### src/rtl/adc_pkg.sv
// Shared helpers for the ADC capture path: sample format conversion, clip
// detection, MSB alignment and saturating counters, written for any width up to MAX_W.
package adc_pkg;

  localparam int MAX_W = 32;

  typedef logic [MAX_W-1:0] word_t;

  // Ones in the low w bits.
  function automatic word_t field_mask(input int w);
    if (w >= MAX_W) return '1;
    return (word_t'(1) << w) - word_t'(1);
  endfunction

  // Offset binary becomes two's complement by flipping the field MSB.
  function automatic word_t to_twos(input word_t raw, input int w, input logic twos);
    word_t v;
    v = raw & field_mask(w);
    if (!twos) v = v ^ (word_t'(1) << (w - 1));
    return v;
  endfunction

  // Clipped when the out-of-range pin is set or the code sits on either rail.
  function automatic logic is_clip(input word_t v, input int w, input logic or_pin);
    word_t m;
    word_t max_pos;
    word_t min_neg;
    m       = v & field_mask(w);
    max_pos = field_mask(w) >> 1;
    min_neg = word_t'(1) << (w - 1);
    return or_pin | (m == max_pos) | (m == min_neg);
  endfunction

  function automatic word_t msb_align(input word_t v, input int in_w, input int out_w);
    return (v & field_mask(in_w)) << (out_w - in_w);
  endfunction

  function automatic word_t sat_inc(input word_t c, input int w);
    word_t m;
    m = c & field_mask(w);
    if (m == field_mask(w)) return m;
    return m + word_t'(1);
  endfunction

endpackage

### src/rtl/sync_fifo.sv
// First-word-fall-through synchronous FIFO; pointers carry an extra MSB so
// full and empty are distinguished without a separate counter.
module sync_fifo #(
  parameter int WIDTH = 16,
  parameter int DEPTH = 16
) (
  input  logic                     clk,
  input  logic                     rst_n,
  input  logic                     push,
  input  logic [WIDTH-1:0]         push_data,
  output logic                     full,
  input  logic                     pop,
  output logic [WIDTH-1:0]         pop_data,
  output logic                     empty,
  output logic [$clog2(DEPTH):0]   level
);

  localparam int AW = $clog2(DEPTH);

  logic [WIDTH-1:0] mem [DEPTH];
  logic [AW:0]      wr_ptr;
  logic [AW:0]      rd_ptr;
  logic             do_push;
  logic             do_pop;

  assign empty = (wr_ptr == rd_ptr);
  assign full  = (wr_ptr[AW] != rd_ptr[AW]) && (wr_ptr[AW-1:0] == rd_ptr[AW-1:0]);
  assign level = wr_ptr - rd_ptr;

  // A push into a full FIFO is still taken when the head leaves in the same cycle.
  assign do_pop  = pop && !empty;
  assign do_push = push && (!full || do_pop);

  // Head is forced to zero while empty so the output is defined after reset.
  assign pop_data = empty ? '0 : mem[rd_ptr[AW-1:0]];

  always_ff @(posedge clk) begin
    if (do_push) mem[wr_ptr[AW-1:0]] <= push_data;
  end

  always_ff @(posedge clk) begin
    if (!rst_n) begin
      wr_ptr <= '0;
      rd_ptr <= '0;
    end else begin
      if (do_push) wr_ptr <= wr_ptr + 1'b1;
      if (do_pop)  rd_ptr <= rd_ptr + 1'b1;
    end
  end

endmodule

### src/rtl/adc_capture_fifo.sv
// ADC capture front end: strobe-qualified sample register with format
// conversion and clip detect, FWFT buffer toward the DSP chain, and status.
module adc_capture_fifo
  import adc_pkg::*;
#(
  parameter int ADC_WIDTH  = 10,
  parameter int OUT_WIDTH  = 16,
  parameter int FIFO_DEPTH = 16,
  parameter int CNT_WIDTH  = 16
) (
  input  logic                          clk,
  input  logic                          rst_n,
  input  logic                          cfg_enable,
  input  logic                          cfg_twos_comp,
  input  logic [ADC_WIDTH-1:0]          adc_data,
  input  logic                          adc_valid,
  input  logic                          adc_or,
  output logic [OUT_WIDTH-1:0]          m_data,
  output logic                          m_valid,
  input  logic                          m_ready,
  output logic [$clog2(FIFO_DEPTH):0]   fifo_level,
  output logic                          ovf_sticky,
  input  logic                          ovf_clear,
  output logic [CNT_WIDTH-1:0]          clip_count,
  output logic [CNT_WIDTH-1:0]          drop_count
);

  logic                 s1_valid;
  logic [ADC_WIDTH-1:0] s1_data;
  logic                 s1_clip;
  word_t                conv_w;
  logic                 cap_clip;
  logic [OUT_WIDTH-1:0] aligned;
  logic                 fifo_full;
  logic                 fifo_empty;
  logic                 pop;
  logic                 clip_evt;
  logic                 drop_evt;

  always_comb begin
    conv_w   = to_twos(word_t'(adc_data), ADC_WIDTH, cfg_twos_comp);
    cap_clip = is_clip(conv_w, ADC_WIDTH, adc_or);
    aligned  = OUT_WIDTH'(msb_align(word_t'(s1_data), ADC_WIDTH, OUT_WIDTH));
  end

  // Stage 1 only loads on an enabled strobe; a sample already here always moves on.
  always_ff @(posedge clk) begin
    if (!rst_n) begin
      s1_valid <= 1'b0;
      s1_data  <= '0;
      s1_clip  <= 1'b0;
    end else begin
      s1_valid <= adc_valid && cfg_enable;
      if (adc_valid && cfg_enable) begin
        s1_data <= ADC_WIDTH'(conv_w);
        s1_clip <= cap_clip;
      end
    end
  end

  // Output handshake: a beat transfers on a rising edge where m_valid and
  // m_ready are both high; while m_valid is high and m_ready low the head
  // (m_data) and m_valid stay unchanged.
  assign m_valid = !fifo_empty;
  assign pop     = m_valid && m_ready;

  sync_fifo #(
    .WIDTH (OUT_WIDTH),
    .DEPTH (FIFO_DEPTH)
  ) u_fifo (
    .clk       (clk),
    .rst_n     (rst_n),
    .push      (s1_valid),
    .push_data (aligned),
    .full      (fifo_full),
    .pop       (pop),
    .pop_data  (m_data),
    .empty     (fifo_empty),
    .level     (fifo_level)
  );

  assign clip_evt = s1_valid && s1_clip;
  assign drop_evt = s1_valid && fifo_full && !pop;

  // A same-cycle event outranks the clear, so nothing is lost from status.
  always_ff @(posedge clk) begin
    if (!rst_n) begin
      ovf_sticky <= 1'b0;
      clip_count <= '0;
      drop_count <= '0;
    end else begin
      if (clip_evt || drop_evt) ovf_sticky <= 1'b1;
      else if (ovf_clear)       ovf_sticky <= 1'b0;

      if (ovf_clear)     clip_count <= CNT_WIDTH'(clip_evt);
      else if (clip_evt) clip_count <= CNT_WIDTH'(sat_inc(word_t'(clip_count), CNT_WIDTH));

      if (ovf_clear)     drop_count <= CNT_WIDTH'(drop_evt);
      else if (drop_evt) drop_count <= CNT_WIDTH'(sat_inc(word_t'(drop_count), CNT_WIDTH));
    end
  end

endmodule

### config.mk
export PLATFORM = sky130hd
export DESIGN_NAME = adc_capture_fifo
export DESIGN_NICKNAME = d
export VERILOG_FILES = /design/src/rtl/adc_pkg.sv /design/src/rtl/sync_fifo.sv /design/src/rtl/adc_capture_fifo.sv
export SDC_FILE = /design/constraint.sdc
export NUM_CORES = 1
export LEC_CHECK = 0
export CAP_MARGIN = 15
export CORE_MARGIN = 4
export CORE_UTILIZATION = 58
export CTS_BUF_LIST = sky130_fd_sc_hd__clkbuf_4 sky130_fd_sc_hd__clkbuf_8 sky130_fd_sc_hd__clkbuf_16
export DETAILED_ROUTE_END_ITERATION = 10
export PLACE_DENSITY_LB_ADDON = 0.05
export SLEW_MARGIN = 25
export SYNTH_ARGS = -nofsm -noshare
export SYNTH_HDL_FRONTEND = slang
export SYNTH_SLANG_ARGS = --single-unit
### constraint.sdc
create_clock -name clk -period 4 [get_ports clk]
set_clock_uncertainty 0.2 [all_clocks]
set_input_delay 0.4 -clock clk [delete_from_list [all_inputs] [get_ports clk]]
set_output_delay 0.4 -clock clk [all_outputs]
set_load 0.1 [all_outputs]
==> flow_metrics.env, run 1 <==
export IMPL_cts_resized=0
export IMPL_routed_wl_mm=19.4
export IMPL_ant_nets=0
export IMPL_vias=5600
export IMPL_hold_buffers=0
export IMPL_post_cts_buffers=0
export IMPL_synth_cell_types=48
export IMPL_via_per_inst=6.02
export IMPL_fillers=1017
export IMPL_ys_ff_latch=219
export IMPL_syn_area_um2=9140
export IMPL_hold_start="drop_count[14]"
export IMPL_cts_made_buffers=23
export IMPL_synth_edf_count=160
export IMPL_min_to="drop_count[14]"
export IMPL_cts_reportedPaths_clkPinSlew_ns=0.06
export IMPL_critPathLaunchType="register"
export IMPL_hold_viol=0
export IMPL_grt_max_degree=41
export IMPL_critPathMaxStageDelay_ns=0.49
export IMPL_overflow=0
export IMPL_place_ws_ns=0.861
export IMPL_reg2reg_depth=5
export IMPL_slowest_stage="or2_2"
export IMPL_slew_violations=0
export IMPL_htree_levels=1
export IMPL_r2r_slack_ns=0.92
export IMPL_powerDensity_nw_per_um2=475
export IMPL_multiInputGateArea_um2=3050
export IMPL_final_common_cell="edfxtp_1"
export IMPL_worstPathCellList="inv_1 -> ha_1 -> nand4_1 -> or2_2 -> nand2b_1 -> o22ai_2 -> buf_4"
export IMPL_antenna_found_initial=0
export IMPL_critPathMaxFanout=11
export IMPL_grt_util_all_layers=0.224
export IMPL_critical_path_arrival_ns=3.08
export IMPL_ios=73
export IMPL_final_layout_size_suffix_gt1_frac=0.183
export IMPL_slew_headroom=0.346
export IMPL_min_period_ns=3.68
export IMPL_wl_per_cell_um=20.8
export IMPL_yosys_warnings=0
export IMPL_min_path_cells=2
export IMPL_rows=45
export IMPL_nNetsFinal=733
export IMPL_tightestPinTransition_ns=0.978
export IMPL_worstReg2RegStart="u_fifo.wr_ptr[0]"
export IMPL_fin_crit_sh=0.921
export IMPL_timing_final_ws_setup_ns=0.315
export IMPL_fin_util=0.716
export IMPL_num_antenna_cells=0
export IMPL_drtIter0Drc=442
export IMPL_cts_sinks=219
export IMPL_io_buffers=66
export IMPL_end_kind="output port"
export IMPL_syn2layout_area_growth_pct=19.9
export IMPL_die_h_um=134
export IMPL_clock_latency_ns=0.50
export IMPL_drt_drc_violations_left=0
export IMPL_seq_area_frac_synth=0.655
export IMPL_synthFlopType="edfxtp_1"
export IMPL_clockBufferDepth=3
export IMPL_die_w_um=134
export IMPL_grt_pass1_vias=5696
export IMPL_hp_class="reg -> reg"
export IMPL_ys_async_sr_fraction=0
export IMPL_cts_root_buffer="clkbuf_16"
export IMPL_setup_violations=0
export IMPL_drv_cap=0
export IMPL_reg2reg_to="u_fifo.mem[11][2]"
export IMPL_hold_ws_ns=0.306
export IMPL_dieArea_um2=17800
export IMPL_core_um2=15300
export IMPL_firstDrtPassIters=5
export IMPL_ir_drop_mv=0.345
export IMPL_grt_pass1_wl_mm=31.3
export IMPL_seq_area_um2=5990
export IMPL_syn_area_per_cell_um2=14.8
export IMPL_leakage_nw=3.54
export IMPL_required_ns=3.40
export IMPL_final_cell_mix="160 x edfxtp_1, 58 x dfxtp_1, 51 x clkdlybuf4s50_1"
export IMPL_initial_utilization=0.597
export IMPL_dp_hpwl_mm=12.7
export IMPL_status="completed"
export IMPL_gp_congestion=0.873
export IMPL_fmax_mhz=271
export IMPL_grt_setup_unrepaired="no"
export IMPL_setup_worst_path_class="reg -> out"
export IMPL_power_w=0.00521
export IMPL_cts_tree="built"
export IMPL_syn_inst=619
-- power by group --
group | leakage [nW] | switching, W | internal, W
Sequential | 1.97 | 0.0000385 | 0.00244
Combinational | 1.17 | 0.000325 | 0.000162
Clock | 0.407 | 0.000840 | 0.00140
-- metal layers --
layer	track usage	up-vias	wire, µm	share of wire
li1	-	2603	-	-
met1	0.320	2780	8470	0.44
met2	0.371	188	9570	0.49
met3	0.0313	29	1020	0.053
met4	0.0520	0	336	0.017
met5	0	-	0	0
-- through the flow --
| step | cells | area, µm² | setup TNS (ns) |
|---|---|---|---|
| finish | 931 | 11000 | 0 |
| CTS | 931 | 11000 | 0 |
| global route | 931 | 11000 | 0 |
| detailed placement | 889 | 10100 | 0 |
| global placement | 889 | 10100 | 0 |
| floorplan | 624 | 9220 | -2.11 |
-- synth_stat cells, drive strengths merged (5+ instances only) --
master	number	area (µm²)
a21oi	20	100
edfxtp	160	4800
dfxtp	59	1180
nand2b	11	68.8
o311ai	5	43.8
xnor2	10	87.6
or3	11	68.8
o21ai	15	75.1
buf	12	72.6
and2	10	62.6
mux4	40	901
mux2i	26	260
o22ai	10	62.6
and4	5	43.8
or4	12	90.1
ha	11	138
nand4	12	75.1
nor3	7	35.0
clkbuf	23	87.6
nand2	48	180
nand3	17	85.1
and3	5	31.3
a21boi	13	97.6
o31ai	8	60.1
nor2	15	56.3
nor4	9	56.3
inv	11	41.3
-- final cells by class --
| class | count | share of cell area |
|---|---|---|
| clock buffers | 29 | 0.0589 |
| inverters | 11 | 0.00377 |
| multi-input cells | 359 | 0.278 |
| flip-flops and latches | 219 | 0.546 |
| repair buffers | 89 | 0.0737 |
| clock inverters | 13 | 0.0154 |
| well taps | 211 | 0.0241 |
-- cell families (layout without fill, tap and decap cells) --
family                   after synthesis  in the layout  share of synthesized area
multiplexers                          66             66                      0.127
flip-flops                           219            219                      0.655
XOR/XNOR                              12             12                     0.0115
other                                  1              6                   0.000410
buffers and inverters                 46            142                     0.0220
adder cells (fa/ha/maj)               12             12                     0.0172
AND/OR/NAND/NOR                      168            168                     0.0977
AO/OA/AOI/OAI                         95             95                     0.0694
-- state kept, by name, indices dropped and copies added, names as in the netlist, named ones only --
name	cells
clip_count	16
drop_count	16
ovf_sticky	1
s1_clip	1
s1_data	10
s1_valid	1
u_fifo.mem	160
u_fifo.rd_ptr	5
u_fifo.wr_ptr	5
-- worst max-delay path: cells and delay by family, from the launching register on --
kind	cells	cell delay, ns
simple gates	3	1.31
flops	1	0.37
fa+ha+maj	1	0.33
compound gates	1	0.18
buf+inv	2	0.38
-- worst max path at each step --
stage                     start          to  cells after the start
5_1_grt        u_fifo.wr_ptr[0]  m_data[10]                      7
4_1_cts        u_fifo.wr_ptr[0]  m_data[10]                      7
6_report       u_fifo.wr_ptr[0]  m_data[10]                      7
2_1_floorplan  u_fifo.rd_ptr[2]  m_data[14]                      8
3_5_place_dp   u_fifo.wr_ptr[0]  m_data[10]                      7
3_3_place_gp   u_fifo.wr_ptr[2]  m_data[11]                      6
Power figures use the tool's default switching activity.
==> run 2: changes to the inputs <==
Settings changed: PLACE_DENSITY set to 0.84, PLACE_DENSITY_LB_ADDON 0.05 to unset.
==> run 2 against run 1 <==
Flip-flop and latch count stayed put; non-clock buffer count fell by 5; highest routed layer unchanged; sequential power is essentially flat; largest power group unchanged; sequential share of layout area increased by 0.24 points; via count rose by 3.7%; core utilization is 0.30 points lower; total power fell by 0.50%; clock power about the same; final cell count shrank 0.75%; design area down 0.42%; wire length increased by 5.6%.
==> flow_metrics.env, run 2 (synthesized netlist as in run 1, its figures left out) <==
export IMPL_final_common_cell="edfxtp_1"
export IMPL_cts_tree="built"
export IMPL_slew_violations=0
export IMPL_critical_path_arrival_ns=3.04
export IMPL_final_cell_mix="160 x edfxtp_1, 57 x dfxtp_1, 51 x clkdlybuf4s50_1"
export IMPL_io_buffers=66
export IMPL_fin_crit_sh=0.910
export IMPL_initial_utilization=0.597
export IMPL_worstReg2RegStart="u_fifo.wr_ptr[0]"
export IMPL_dp_hpwl_mm=12.9
export IMPL_crit_path_start="u_fifo.wr_ptr[0]"
export IMPL_cts_resized=0
export IMPL_ios=73
export IMPL_final_cell_area_um2=10900
export IMPL_fillers=996
export IMPL_hold_buffers=0
export IMPL_multiInputGateArea_um2=3050
export IMPL_die_w_um=134
export IMPL_place_area_um2=10100
export IMPL_seq_area_um2=5990
export IMPL_reg2reg_depth=5
export IMPL_final_layout_size_suffix_gt1_frac=0.180
export IMPL_drtIter0Drc=510
export IMPL_cts_root_buffer="clkbuf_16"
export IMPL_cts_sinks=219
export IMPL_clockBufferDepth=3
export IMPL_rows=45
export IMPL_r2r_slack_ns=0.83
export IMPL_cts_made_buffers=22
export IMPL_ant_nets=0
export IMPL_powerDensity_nw_per_um2=475
export IMPL_slew_headroom=0.305
export IMPL_tightestPinTransition_ns=1.03
export IMPL_post_cts_buffers=0
export IMPL_cts_reportedPaths_clkPinSlew_ns=0.06
export IMPL_grt_setup_unrepaired="no"
export IMPL_clock_latency_ns=0.49
export IMPL_firstDrtPassIters=5
export IMPL_critPathLaunchType="register"
export IMPL_wl_per_cell_um=22.2
export IMPL_stdcell_count=924
export IMPL_grt_util_all_layers=0.232
export IMPL_die_h_um=134
export IMPL_required_ns=3.40
export IMPL_core_um2=15300
export IMPL_drv_cap=0
export IMPL_num_antenna_cells=0
export IMPL_reg2reg_to="u_fifo.mem[7][1]"
export IMPL_setup_violations=0
export IMPL_nNetsFinal=727
export IMPL_drt_drc_violations_left=0
export IMPL_hp_class="reg -> reg"
export IMPL_hold_viol=0
export IMPL_ir_drop_mv=0.330
export IMPL_grt_pass1_wl_mm=32.4
export IMPL_routed_wl_mm=20.5
export IMPL_syn2layout_area_growth_pct=19.4
export IMPL_largest_reg_flops=160
export IMPL_grt_pass1_vias=5788
export IMPL_setup_worst_path_class="reg -> out"
export IMPL_critPathMaxFanout=11
export IMPL_leakage_nw=3.51
export IMPL_power_w=0.00518
export IMPL_status="completed"
export IMPL_vias=5806
export IMPL_dp_cells=884
export IMPL_gp_congestion=0.899
export IMPL_end_kind="output port"
export IMPL_dieArea_um2=17800
export IMPL_grt_max_degree=41
export IMPL_crit_path_end="m_data[9]"
export IMPL_antenna_found_initial=0
export IMPL_htree_levels=1
export IMPL_overflow=0
export IMPL_min_period_ns=3.64
export IMPL_via_per_inst=6.28
export IMPL_fmax_mhz=275
run 2: layer usage:
layer	wire length, µm	part of all wire	GRT usage
met1	8170	0.40	0.317
met2	10300	0.50	0.381
met3	1540	0.075	0.0476
met4	508	0.025	0.0691
met5	0	0	0
run 2: how the worst min path moves through the flow:
stage | from | end | slack (ns) | cells past startpoint
after global routing | drop_count[15] | drop_count[15] | 0.34 | 2
after detailed placement | drop_count[15] | drop_count[15] | 0.30 | 2
after global placement | drop_count[14] | drop_count[14] | 0.28 | 2
final | u_fifo.rd_ptr[4] | u_fifo.rd_ptr[4] | 0.32 | 2
after floorplan | u_fifo.rd_ptr[4] | u_fifo.rd_ptr[4] | 0.28 | 2
after CTS | adc_data[1] | s1_data[1] | 0.32 | 3
run 2: worst max-delay path: stages (launching register included):
cell and delay, ns:
dfxtp_1 0.39, inv_1 0.13, ha_1 0.31, nand4_1 0.35, or2_2 0.49, nand2b_1 0.43, o22ai_2 0.18, buf_4 0.26
run 2: layout make-up:
type                       count  area share
inverter                      11     0.00378
multi-input combinational    359       0.279
clock buffer                  35      0.0643
timing repair buffer          84      0.0706
clock inverter                 5     0.00940
tap                          211      0.0242
sequential                   219       0.548
run 2: power breakdown:
part	switching [W]	internal [W]
sequential	0.0000322	0.00244
combinational	0.000332	0.000159
clock	0.000817	0.00140
run 2: metrics by stage:
stage           util  hold WS, ns  setup slack, ns  TNS, ns
2_1_floorplan      -        0.279           -0.224    -2.11
5_1_grt        0.713        0.335            0.176        0
3_5_place_dp   0.660        0.303            0.890        0
3_3_place_gp   0.660        0.283             1.05        0
6_report       0.713        0.320            0.361        0
4_1_cts        0.713        0.321            0.349        0
==> run 3: changes to the inputs <==
Settings changed: CAP_MARGIN 15 to 20, SETUP_SLACK_MARGIN set to 0.3.
==> run 3 against run 2 <==
First-iteration DRC count increased by 7.5%; critical path depth unchanged; clock power decreased by 7%; via count decreased by 2.4%; core utilization increased by 0.84 points; setup slack improved by 0.11 ns; sequential power about the same; register-to-register slack improved by 0.09 ns; sequential share of layout area decreased by 0.65 points; largest cell class unchanged; global-route usage decreased by 0.16 points; combinational power increased by 11%.
==> flow_metrics.env, run 3 (synthesized netlist as in run 1, its figures left out) <==
export IMPL_largest_reg_flops=160
export IMPL_cts_reportedPaths_clkPinSlew_ns=0.06
export IMPL_end_kind="output port"
export IMPL_hold_viol=0
export IMPL_initial_utilization=0.597
export IMPL_multiInputGateArea_um2=3130
export IMPL_clock_latency_ns=0.50
export IMPL_die_h_um=134
export IMPL_vias=5665
export IMPL_die_w_um=134
export IMPL_place_area_um2=10300
export IMPL_critPathLaunchType="register"
export IMPL_core_um2=15300
export IMPL_htree_levels=1
export IMPL_reg2reg_depth=5
export IMPL_setup_worst_path_class="reg -> out"
export IMPL_fin_crit_sh=0.883
export IMPL_ir_drop_mv=0.328
export IMPL_min_path_cells=2
export IMPL_io_buffers=66
export IMPL_fin_tns_setup_ns=0
export IMPL_hold_buffers=0
export IMPL_grt_setup_unrepaired="no"
export IMPL_slew_violations=0
export IMPL_wl_per_cell_um=21.9
export IMPL_cts_made_buffers=23
export IMPL_tightestPinTransition_ns=1.03
export IMPL_drt_drc_violations_left=0
export IMPL_clockBufferDepth=3
export IMPL_power_w=0.00510
export IMPL_place_ws_ns=0.733
export IMPL_final_common_cell="edfxtp_1"
export IMPL_slew_headroom=0.313
export IMPL_critPathMaxFanout=11
export IMPL_routed_wl_mm=20.2
export IMPL_nNetsFinal=726
export IMPL_required_ns=3.40
export IMPL_final_cell_area_um2=11000
export IMPL_drv_cap=0
export IMPL_timing_final_ws_setup_ns=0.469
export IMPL_critPathMaxStageDelay_ns=0.48
export IMPL_cts_sinks=219
export IMPL_antenna_found_initial=0
export IMPL_overflow=0
export IMPL_fillers=936
export IMPL_grt_util_all_layers=0.230
export IMPL_final_cell_mix="160 x edfxtp_1, 58 x dfxtp_1, 51 x clkdlybuf4s50_1"
export IMPL_ios=73
export IMPL_fmax_mhz=283
export IMPL_slowest_stage="or2_2"
export IMPL_ant_nets=0
export IMPL_setup_violations=0
export IMPL_worstPathCellList="inv_1 -> ha_1 -> nand4_1 -> or2_2 -> nand2_2 -> o22ai_4 -> buf_12"
export IMPL_drtIter0Drc=548
export IMPL_grt_pass1_wl_mm=32.2
export IMPL_cts_resized=1
export IMPL_dieArea_um2=17800
export IMPL_status="completed"
export IMPL_leakage_nw=3.49
export IMPL_powerDensity_nw_per_um2=461
export IMPL_min_period_ns=3.53
export IMPL_final_layout_size_suffix_gt1_frac=0.178
export IMPL_seq_area_um2=5990
export IMPL_syn2layout_area_growth_pct=20.8
export IMPL_firstDrtPassIters=5
export IMPL_grt_max_degree=41
export IMPL_dp_hpwl_mm=12.9
export IMPL_grt_pass1_vias=5789
export IMPL_gp_congestion=0.929
export IMPL_post_cts_buffers=0
export IMPL_cts_tree="built"
export IMPL_cts_root_buffer="clkbuf_16"
export IMPL_via_per_inst=6.14
export IMPL_critical_path_arrival_ns=2.93
export IMPL_hp_class="reg -> reg"
export IMPL_rows=45
export IMPL_num_antenna_cells=0
## run 3: power breakdown
| part | total (W) | switching, W | internal, W |
|---|---|---|---|
| clock | 0.00207 | 0.000843 | 0.00123 |
| sequential | 0.00248 | 0.0000400 | 0.00244 |
| combinational | 0.000546 | 0.000347 | 0.000199 |
| total | 0.00510 | 0.00123 | 0.00387 |
## run 3: critical path, delay by kind of cell, from the launching register on
family / cells / cell delay, ns
fa+ha+maj: 1 / 0.36
simple gates: 3 / 1.23
buf+inv: 2 / 0.28
flops: 1 / 0.40
compound gates: 1 / 0.15
## run 3: area by class of cell
class / instances / area share
sequential: 219 / 0.542
multi-input combinational: 359 / 0.283
timing repair buffer: 82 / 0.0797
clock buffer: 29 / 0.0595
tap: 211 / 0.0239
clock inverter: 12 / 0.00804
inverter: 11 / 0.00374
## run 3: metrics by stage
step / std cells / util / hold slack [ns]
CTS: 923 / 0.721 / 0.306
finish: 923 / 0.721 / 0.306
global route: 923 / 0.721 / 0.333
floorplan: 624 / - / 0.279
global placement: 882 / 0.672 / 0.276
detailed placement: 882 / 0.672 / 0.294
## run 3: metal layers
| metal | vias up | share of wire | track usage |
|---|---|---|---|
| li1 | 2585 | - | - |
| met1 | 2849 | 0.42 | 0.314 |
| met2 | 199 | 0.50 | 0.385 |
| met3 | 32 | 0.056 | 0.0381 |
| met4 | 0 | 0.025 | 0.0720 |
| met5 | - | 0 | 0 |
## run 3: final timing paths
kind / start / endpoint / slack, ns
worst max-delay path: u_fifo.rd_ptr[2] / m_data[14] / 0.47
worst max register to register: u_fifo.wr_ptr[2] / u_fifo.mem[5][9] / 0.92
worst min register to register: drop_count[13] / drop_count[13] / 0.31
worst min-delay path: drop_count[13] / drop_count[13] / 0.31
